<file path="src/rtl/sr_serializer_if.sv">
// -----------------------------------------------------------------------------
// sr_serializer_if
//   Bundles the signals between the display controller and the 74HC595-style
//   shift-register driver.
//
//   Signals:
//     i_load   controller -> serializer  single-cycle load strobe
//     i_data   controller -> serializer  parallel word (WIDTH bits)
//     o_busy   serializer -> controller  transfer in progress
//     o_sclk   serializer -> chain       shift clock
//     o_sdata  serializer -> chain       serial data
//     o_rclk   serializer -> chain       storage/latch clock pulse
//
//   Modports:
//     master   the controller side (drives load/data, observes the rest)
//     slave    the serializer side
// -----------------------------------------------------------------------------
interface sr_serializer_if #(
  parameter int WIDTH = 8
);

  logic             i_load;
  logic [WIDTH-1:0] i_data;
  logic             o_busy;
  logic             o_sclk;
  logic             o_sdata;
  logic             o_rclk;

  modport master (
    output i_load,
    output i_data,
    input  o_busy,
    input  o_sclk,
    input  o_sdata,
    input  o_rclk
  );

  modport slave (
    input  i_load,
    input  i_data,
    output o_busy,
    output o_sclk,
    output o_sdata,
    output o_rclk
  );

endinterface

</file>
<file path="src/rtl/sr_serializer.sv">
// -----------------------------------------------------------------------------
// sr_serializer
//   Parallel-to-serial driver for a 74HC595-style display chain. Each accepted
//   load shifts WIDTH bits out on o_sdata/o_sclk and then pulses o_rclk for
//   DIV cycles so the chain transfers the word to its outputs.
//
//   Parameters:
//     WIDTH      bits shifted per load (2..32)
//     DIV        i_clk cycles per sclk half-period and per rclk pulse (1..255)
//     MSB_FIRST  1: i_data[WIDTH-1] goes out first, 0: i_data[0] goes out first
//
//   Ports:
//     i_clk        clock
//     i_rst        synchronous, active-high reset
//     bus (slave)  i_load / i_data in, o_busy / o_sclk / o_sdata / o_rclk out
//
//   Timing: with the load sampled at edge 0, o_busy is high from edge 0 through
//   edge (2*WIDTH+1)*DIV. o_sdata only changes on the load edge or on the edge
//   where o_sclk falls, so it is stable for DIV cycles on both sides of every
//   sclk rise.
// -----------------------------------------------------------------------------
module sr_serializer #(
  parameter int WIDTH     = 8,
  parameter int DIV       = 2,
  parameter bit MSB_FIRST = 1'b1
) (
  input  logic           i_clk,
  input  logic           i_rst,
  sr_serializer_if.slave bus
);

  localparam int DIV_W = (DIV > 1) ? $clog2(DIV) : 1;
  localparam int BIT_W = $clog2(WIDTH);

  localparam logic [DIV_W-1:0] DIV_LAST = DIV_W'(DIV - 1);
  localparam logic [BIT_W-1:0] BIT_LAST = BIT_W'(WIDTH - 1);

  typedef enum logic [1:0] {
    ST_IDLE,
    ST_SHIFT_LO,
    ST_SHIFT_HI,
    ST_LATCH
  } state_t;

  state_t           state_q, state_d;
  logic [DIV_W-1:0] div_q,   div_d;
  logic [BIT_W-1:0] bit_q,   bit_d;
  logic [WIDTH-1:0] shreg_q, shreg_d;
  logic             busy_q,  busy_d;
  logic             sclk_q,  sclk_d;
  logic             sdata_q, sdata_d;
  logic             rclk_q,  rclk_d;

  logic [WIDTH-1:0] load_word;
  logic             div_last;
  logic             bit_last;

  assign load_word = bus.i_data;
  assign div_last  = (div_q == DIV_LAST);
  assign bit_last  = (bit_q == BIT_LAST);

  // ---------------------------------------------------------------------------
  // Next-state and next-output logic
  // ---------------------------------------------------------------------------
  always_comb begin
    // NOTE: every signal gets its hold value first so no path through the case
    // leaves one unassigned, which would otherwise infer a latch.
    state_d = state_q;
    div_d   = div_q;
    bit_d   = bit_q;
    shreg_d = shreg_q;
    busy_d  = busy_q;
    sclk_d  = sclk_q;
    sdata_d = sdata_q;
    rclk_d  = rclk_q;

    unique case (state_q)
      ST_IDLE: begin
        busy_d = 1'b0;
        sclk_d = 1'b0;
        rclk_d = 1'b0;
        // o_sdata keeps whatever bit was last shifted.
        if (bus.i_load) begin
          shreg_d = load_word;
          sdata_d = MSB_FIRST ? load_word[WIDTH-1] : load_word[0];
          bit_d   = '0;
          div_d   = '0;
          busy_d  = 1'b1;
          state_d = ST_SHIFT_LO;
        end
      end

      ST_SHIFT_LO: begin
        sclk_d = 1'b0;
        if (div_last) begin
          div_d   = '0;
          sclk_d  = 1'b1;
          state_d = ST_SHIFT_HI;
        end else begin
          div_d = div_q + DIV_W'(1);
        end
      end

      ST_SHIFT_HI: begin
        sclk_d = 1'b1;
        if (div_last) begin
          div_d  = '0;
          sclk_d = 1'b0;
          if (bit_last) begin
            rclk_d  = 1'b1;
            state_d = ST_LATCH;
          end else begin
            // The next bit is presented on the same edge sclk falls, giving
            // a full low phase of setup before the following rise.
            bit_d = bit_q + BIT_W'(1);
            if (MSB_FIRST) begin
              shreg_d = shreg_q << 1;
              sdata_d = shreg_q[WIDTH-2];
            end else begin
              shreg_d = shreg_q >> 1;
              sdata_d = shreg_q[1];
            end
            state_d = ST_SHIFT_LO;
          end
        end else begin
          div_d = div_q + DIV_W'(1);
        end
      end

      ST_LATCH: begin
        rclk_d = 1'b1;
        sclk_d = 1'b0;
        if (div_last) begin
          rclk_d  = 1'b0;
          busy_d  = 1'b0;
          div_d   = '0;
          state_d = ST_IDLE;
        end else begin
          div_d = div_q + DIV_W'(1);
        end
      end

      default: begin
        state_d = ST_IDLE;
      end
    endcase
  end

  // ---------------------------------------------------------------------------
  // State and output registers
  // ---------------------------------------------------------------------------
  // NOTE: sequential state uses non-blocking assignments so every register
  // samples the pre-edge values regardless of statement order.
  always_ff @(posedge i_clk) begin
    if (i_rst) begin
      // NOTE: the shift register is cleared along with the control state so a
      // transfer abandoned by reset leaves no stale bits behind.
      state_q <= ST_IDLE;
      div_q   <= '0;
      bit_q   <= '0;
      shreg_q <= '0;
      busy_q  <= 1'b0;
      sclk_q  <= 1'b0;
      sdata_q <= 1'b0;
      rclk_q  <= 1'b0;
    end else begin
      state_q <= state_d;
      div_q   <= div_d;
      bit_q   <= bit_d;
      shreg_q <= shreg_d;
      busy_q  <= busy_d;
      sclk_q  <= sclk_d;
      sdata_q <= sdata_d;
      rclk_q  <= rclk_d;
    end
  end

  assign bus.o_busy  = busy_q;
  assign bus.o_sclk  = sclk_q;
  assign bus.o_sdata = sdata_q;
  assign bus.o_rclk  = rclk_q;

endmodule

</file>
<file path="src/flat_wrapper.sv">
// flat-port wrapper written by rule: the top's interface ports become plain ports
module sr_serializer_flat 
#(
  parameter int WIDTH     = 8,
  parameter int DIV       = 2,
  parameter bit MSB_FIRST = 1'b1
)
  (i_clk, i_rst, bus_i_load, bus_i_data, bus_o_busy, bus_o_sclk, bus_o_sdata, bus_o_rclk);
  sr_serializer_if #(.WIDTH(WIDTH)) bus_i ();
  input  logic i_clk;
  input  logic i_rst;
  input wire logic [$bits(bus_i.i_load)-1:0] bus_i_load;
  input wire logic [$bits(bus_i.i_data)-1:0] bus_i_data;
  output wire logic [$bits(bus_i.o_busy)-1:0] bus_o_busy;
  output wire logic [$bits(bus_i.o_sclk)-1:0] bus_o_sclk;
  output wire logic [$bits(bus_i.o_sdata)-1:0] bus_o_sdata;
  output wire logic [$bits(bus_i.o_rclk)-1:0] bus_o_rclk;
  assign bus_i.i_load = bus_i_load;
  assign bus_i.i_data = bus_i_data;
  assign bus_o_busy = bus_i.o_busy;
  assign bus_o_sclk = bus_i.o_sclk;
  assign bus_o_sdata = bus_i.o_sdata;
  assign bus_o_rclk = bus_i.o_rclk;
  sr_serializer #(.WIDTH(WIDTH), .DIV(DIV), .MSB_FIRST(MSB_FIRST)) u_core (.i_clk(i_clk), .i_rst(i_rst), .bus(bus_i));
endmodule
</file>
<file path="config.mk">
export PLATFORM = sky130hd
export DESIGN_NAME = sr_serializer_flat
export DESIGN_NICKNAME = d
export VERILOG_FILES = /design/src/rtl/sr_serializer_if.sv /design/src/rtl/sr_serializer.sv /design/src/flat_wrapper.sv
export SDC_FILE = /design/constraint.sdc
export NUM_CORES = 1
export LEC_CHECK = 0
export CAP_MARGIN = 5
export CORE_UTILIZATION = 40
export DETAILED_ROUTE_END_ITERATION = 7
export PLACE_DENSITY = 0.59
export SYNTH_ARGS = -nofsm -noshare
export SYNTH_HDL_FRONTEND = slang
export SYNTH_SLANG_ARGS = --single-unit
</file>
<file path="constraint.sdc">
create_clock -name i_clk -period 4.5 [get_ports i_clk]
set_input_delay 0.675 -clock i_clk [delete_from_list [all_inputs] [get_ports i_clk]]
set_output_delay 0.675 -clock i_clk [all_outputs]
set_load 0.1 [all_outputs]
</file>
==> metrics.log <==
INFO  metric post-cts-setup-buffer-count = 0
INFO  metric synth_compound_gate_area_share = 19.9%
INFO  metric finalHoldViolations = 0
INFO  metric drcViolationCount = 0
INFO  metric placement.setup.worst_slack = 2.14 ns
INFO  metric synth-xor-area-share = 1.03%
INFO  metric synth_cells = 86
INFO  metric postCtsHoldBufs = 0
INFO  metric dominant_combinational_cell_family_by_area_after_synthesis = compound AO/OA/AOI/OAI gates
INFO  metric r2r.worst_path.cells = 3
INFO  metric final_layout_size_suffix_gt1_share = 13.4%
INFO  metric worstSetupStartpointType = flip-flop
INFO  metric critical_register_to_register_path_startpoint = u_core.state_q[1]
INFO  metric fin_setup_tns = 0 ns
INFO  metric synthesis.area = 853 um2
INFO  metric h_tree_depth_reported_by_cts = 1
INFO  metric end_kind = output port
INFO  metric detailedPlacementHpwl = 1.04 mm
INFO  metric skew = 0.00134 ns
INFO  metric worstPathArrival = 1.78 ns
INFO  metric seq_area_frac_synth = 39.9%
INFO  metric synthesized_net_count = 99
INFO  metric drt.antenna.violating_nets = 0
INFO  metric area_taken_by_flip_flops_and_latches = 340 um2
INFO  metric max_cap_viol_count = 0
INFO  metric worstSetupEndpoint = bus_o_busy
INFO  metric synth.avg_cell_area = 9.92 um2
INFO  metric synth-simple-area-share = 17.9%
INFO  metric worst_hold_path_type = flip-flop to flip-flop
INFO  metric setup.worst_path.class = flip-flop to output port
INFO  metric cp_max_fo = 3
INFO  metric numCtsBuffers = 3
INFO  metric multi_input_area = 458 um2
INFO  metric wl = 1.53 mm
INFO  metric gr-total-overflow = 0
INFO  metric crit_buf_inv = 1
INFO  metric grt_pass1_vias = 485
INFO  metric critical_path_stages = 1
INFO  metric firstDrtPassIters = 3
INFO  metric routed-via-count = 636
INFO  metric worst_setup_hold_path_clk_slew = 0.10 ns
INFO  metric clk_latency = 0.28 ns
INFO  metric yosys_warnings = 0
INFO  metric timing.final.setup_violations = 0
INFO  metric floorplan.core_area = 1980 um2
INFO  metric worstReg2RegEnd = u_core.shreg_q[4]
INFO  metric maximum_number_of_pins_on_one_net_before_global_route_repair = 24
INFO  metric final.setup.worst_slack = 2.05 ns
INFO  metric initial_core_util = 43.1%
INFO  metric area_delta_synth_final = 18.3%
INFO  metric grt_antenna_before_repair = 0
INFO  metric power_per_cell_area = 321 nW/um2
INFO  metric cts-resized-gates = 0
INFO  metric nNetsFinal = 111
INFO  metric report.final.slew_viol_count = 0
INFO  metric wl_per_cell = 12.4 um
INFO  metric placement_rows = 16
INFO  metric run_status = finished, final reports clean
INFO  metric startpoint = u_core.bus.o_busy
INFO  metric critical_path.cell_chain = clkdlybuf4s50_1
INFO  metric worst_path_max_delay_cell = clkdlybuf4s50_1
INFO  metric regToRegSetupSlack = 2.41 ns
INFO  metric antenna_cells = 0
INFO  metric synth_cell_type_count = 29
INFO  metric synth_mux_area_share = 11.9%
INFO  metric first_iter_violations = 5
INFO  metric period_utilization = 54.5%
INFO  metric floorplan.die.width = 48.2 um
INFO  metric root_buffer = clkbuf_4
INFO  metric crit_family = buffers and inverters
INFO  metric clock_sink_count = 17
INFO  metric clock_tree.buffer_depth = 2
INFO  metric cellLeakagePower = 0.349 nW
INFO  metric timing.final.crit_period = 2.45 ns
INFO  metric grt_first_pass_wirelength = 2.26 mm
INFO  metric floorplan.io_pins = 15
INFO  metric gp_routability_congestion = 0.669
INFO  metric endpoint_required_time_on_the_critical_path = 3.83 ns
INFO  metric io_buffer_count = 14
INFO  metric irDropWorstVdd = 161 uV
INFO  metric route.detailed.vias_per_inst = 5.13
INFO  metric rsz_0062_raised_after_global_routing = no
INFO  metric max-slew-margin-rel = 35.5%
INFO  metric worst_path_largest_cell_delay = 1.13 ns
INFO  metric clock_tree_from_tritoncts = built
INFO  metric synth_seq_cells = 17
INFO  metric synth_fa_ha_area_share = 2.93%
INFO  metric die-area = 2320 um2
INFO  metric worst_slew_pin_slew = 0.965 ns
INFO  metric fillers = 176
INFO  metric global_route.usage.total = 14.0%
INFO  metric clock.fmax = 408 MHz
INFO  metric die_h = 48.2 um
-- synth_stat cells, drive strengths merged --
master | instances | share of area [%]
a2111oi | 1 | 1.0
a211oi | 7 | 10
a21oi | 4 | 2.3
a31oi | 1 | 0.73
a32o | 3 | 3.5
and4bb | 1 | 1.5
buf | 6 | 4.7
clkbuf | 1 | 0.44
dfxtp | 17 | 40
ha | 2 | 2.9
inv | 3 | 1.3
mux2 | 1 | 1.3
mux2i | 9 | 11
nand2 | 4 | 1.8
nand3 | 2 | 1.2
nand3b | 1 | 0.88
nor2 | 3 | 1.3
nor2b | 2 | 1.5
nor3 | 9 | 5.3
nor3b | 1 | 1.5
nor4 | 1 | 0.73
o211ai | 1 | 0.88
o21ai | 2 | 1.2
or2 | 2 | 1.5
or4 | 1 | 0.88
xor2 | 1 | 1.0
-- cell families after synthesis --
logic type,after synthesis
adder cells (fa/ha/maj),2
multiplexers,10
XOR/XNOR,1
flip-flops,17
AND/OR/NAND/NOR,27
buffers and inverters,10
AO/OA/AOI/OAI,19
-- worst min path at each step --
| stage | start | end | slack, ns | cells past startpoint |
|---|---|---|---|---|
| final | u_core.bus.o_rclk | u_core.bus.o_rclk | 0.49 | 2 |
| after global routing | u_core.bit_q[1] | u_core.bit_q[1] | 0.52 | 1 |
| after CTS | u_core.bus.o_rclk | u_core.bus.o_rclk | 0.50 | 2 |
| after detailed placement | u_core.bus.o_rclk | u_core.bus.o_rclk | 0.48 | 2 |
| after global placement | u_core.bus.o_rclk | u_core.bus.o_rclk | 0.47 | 2 |
| after floorplan | u_core.shreg_q[0] | u_core.shreg_q[0] | 0.47 | 1 |
-- cell type report --
type	count	area share, %
clock buffer	4	2.60
inverter	3	1.12
multi-input combinational	59	45.4
sequential	17	33.7
tap	27	3.35
timing repair buffer	14	13.9
-- through the flow --
stage                     power [W]  instances  instance area, um2  util, %  hold slack, ns
after floorplan            0.000228         86                 853        -           0.469
after global placement     0.000245        120                 983     49.6           0.472
after detailed placement   0.000246        120                 983     49.6           0.482
after CTS                  0.000329        124                1010     50.9           0.497
after global routing       0.000343        124                1010     50.9           0.524
final                      0.000324        124                1010     50.9           0.490
-- cells in the final DEF (no fill, tap or decap), drive strengths merged --
| cell type | count |
|---|---|
| clkbuf | 4 |
| inv | 3 |
| a211oi | 7 |
| a31oi | 1 |
| a32o | 3 |
| nor3 | 9 |
| o21ai | 2 |
| nand3 | 2 |
| mux2i | 9 |
| o211ai | 1 |
| and4bb | 1 |
| clkdlybuf4s50 | 14 |
| xor2 | 1 |
| ha | 2 |
| nor3b | 1 |
| or2 | 2 |
| nor2 | 3 |
| or4 | 1 |
| a21oi | 4 |
| a2111oi | 1 |
| nand3b | 1 |
| dfxtp | 17 |
| nor2b | 2 |
| nand2 | 4 |
| mux2 | 1 |
| nor4 | 1 |
-- layer usage --
| layer | up-vias | part of all wire [%] | track usage (%) | wire length [um] |
|---|---|---|---|---|
| li1 | 344 | - | - | - |
| met1 | 281 | 54 | 21.3 | 829 |
| met2 | 9 | 42 | 17.9 | 650 |
| met3 | 2 | 2.9 | 3.33 | 44 |
| met4 | 0 | 0.46 | 6.67 | 7 |
| met5 | - | 0 | 0 | 0 |
-- power by group --
group | internal [W] | switching, W
registers | 0.000161 | 0.0000125
clock network | 0.0000344 | 0.0000477
logic | 0.0000289 | 0.0000396
-- worst min-delay path, stage by stage, from the launching register on --
cell	delay, ns
dfxtp_1	0.32
nand2_1	0.05
a31oi_1	0.07
-- flip-flops by register name (all words and copies together) (netlist names) --
register and cells:
u_core.bus.o_busy 1, u_core.div_last 1, u_core.bus.o_sdata 1, u_core.bit_q 3, u_core.state_q 2, u_core.bus.o_sclk 1
u_core.bus.o_rclk 1, u_core.shreg_q 7
(Power assumes the default switching activity.)
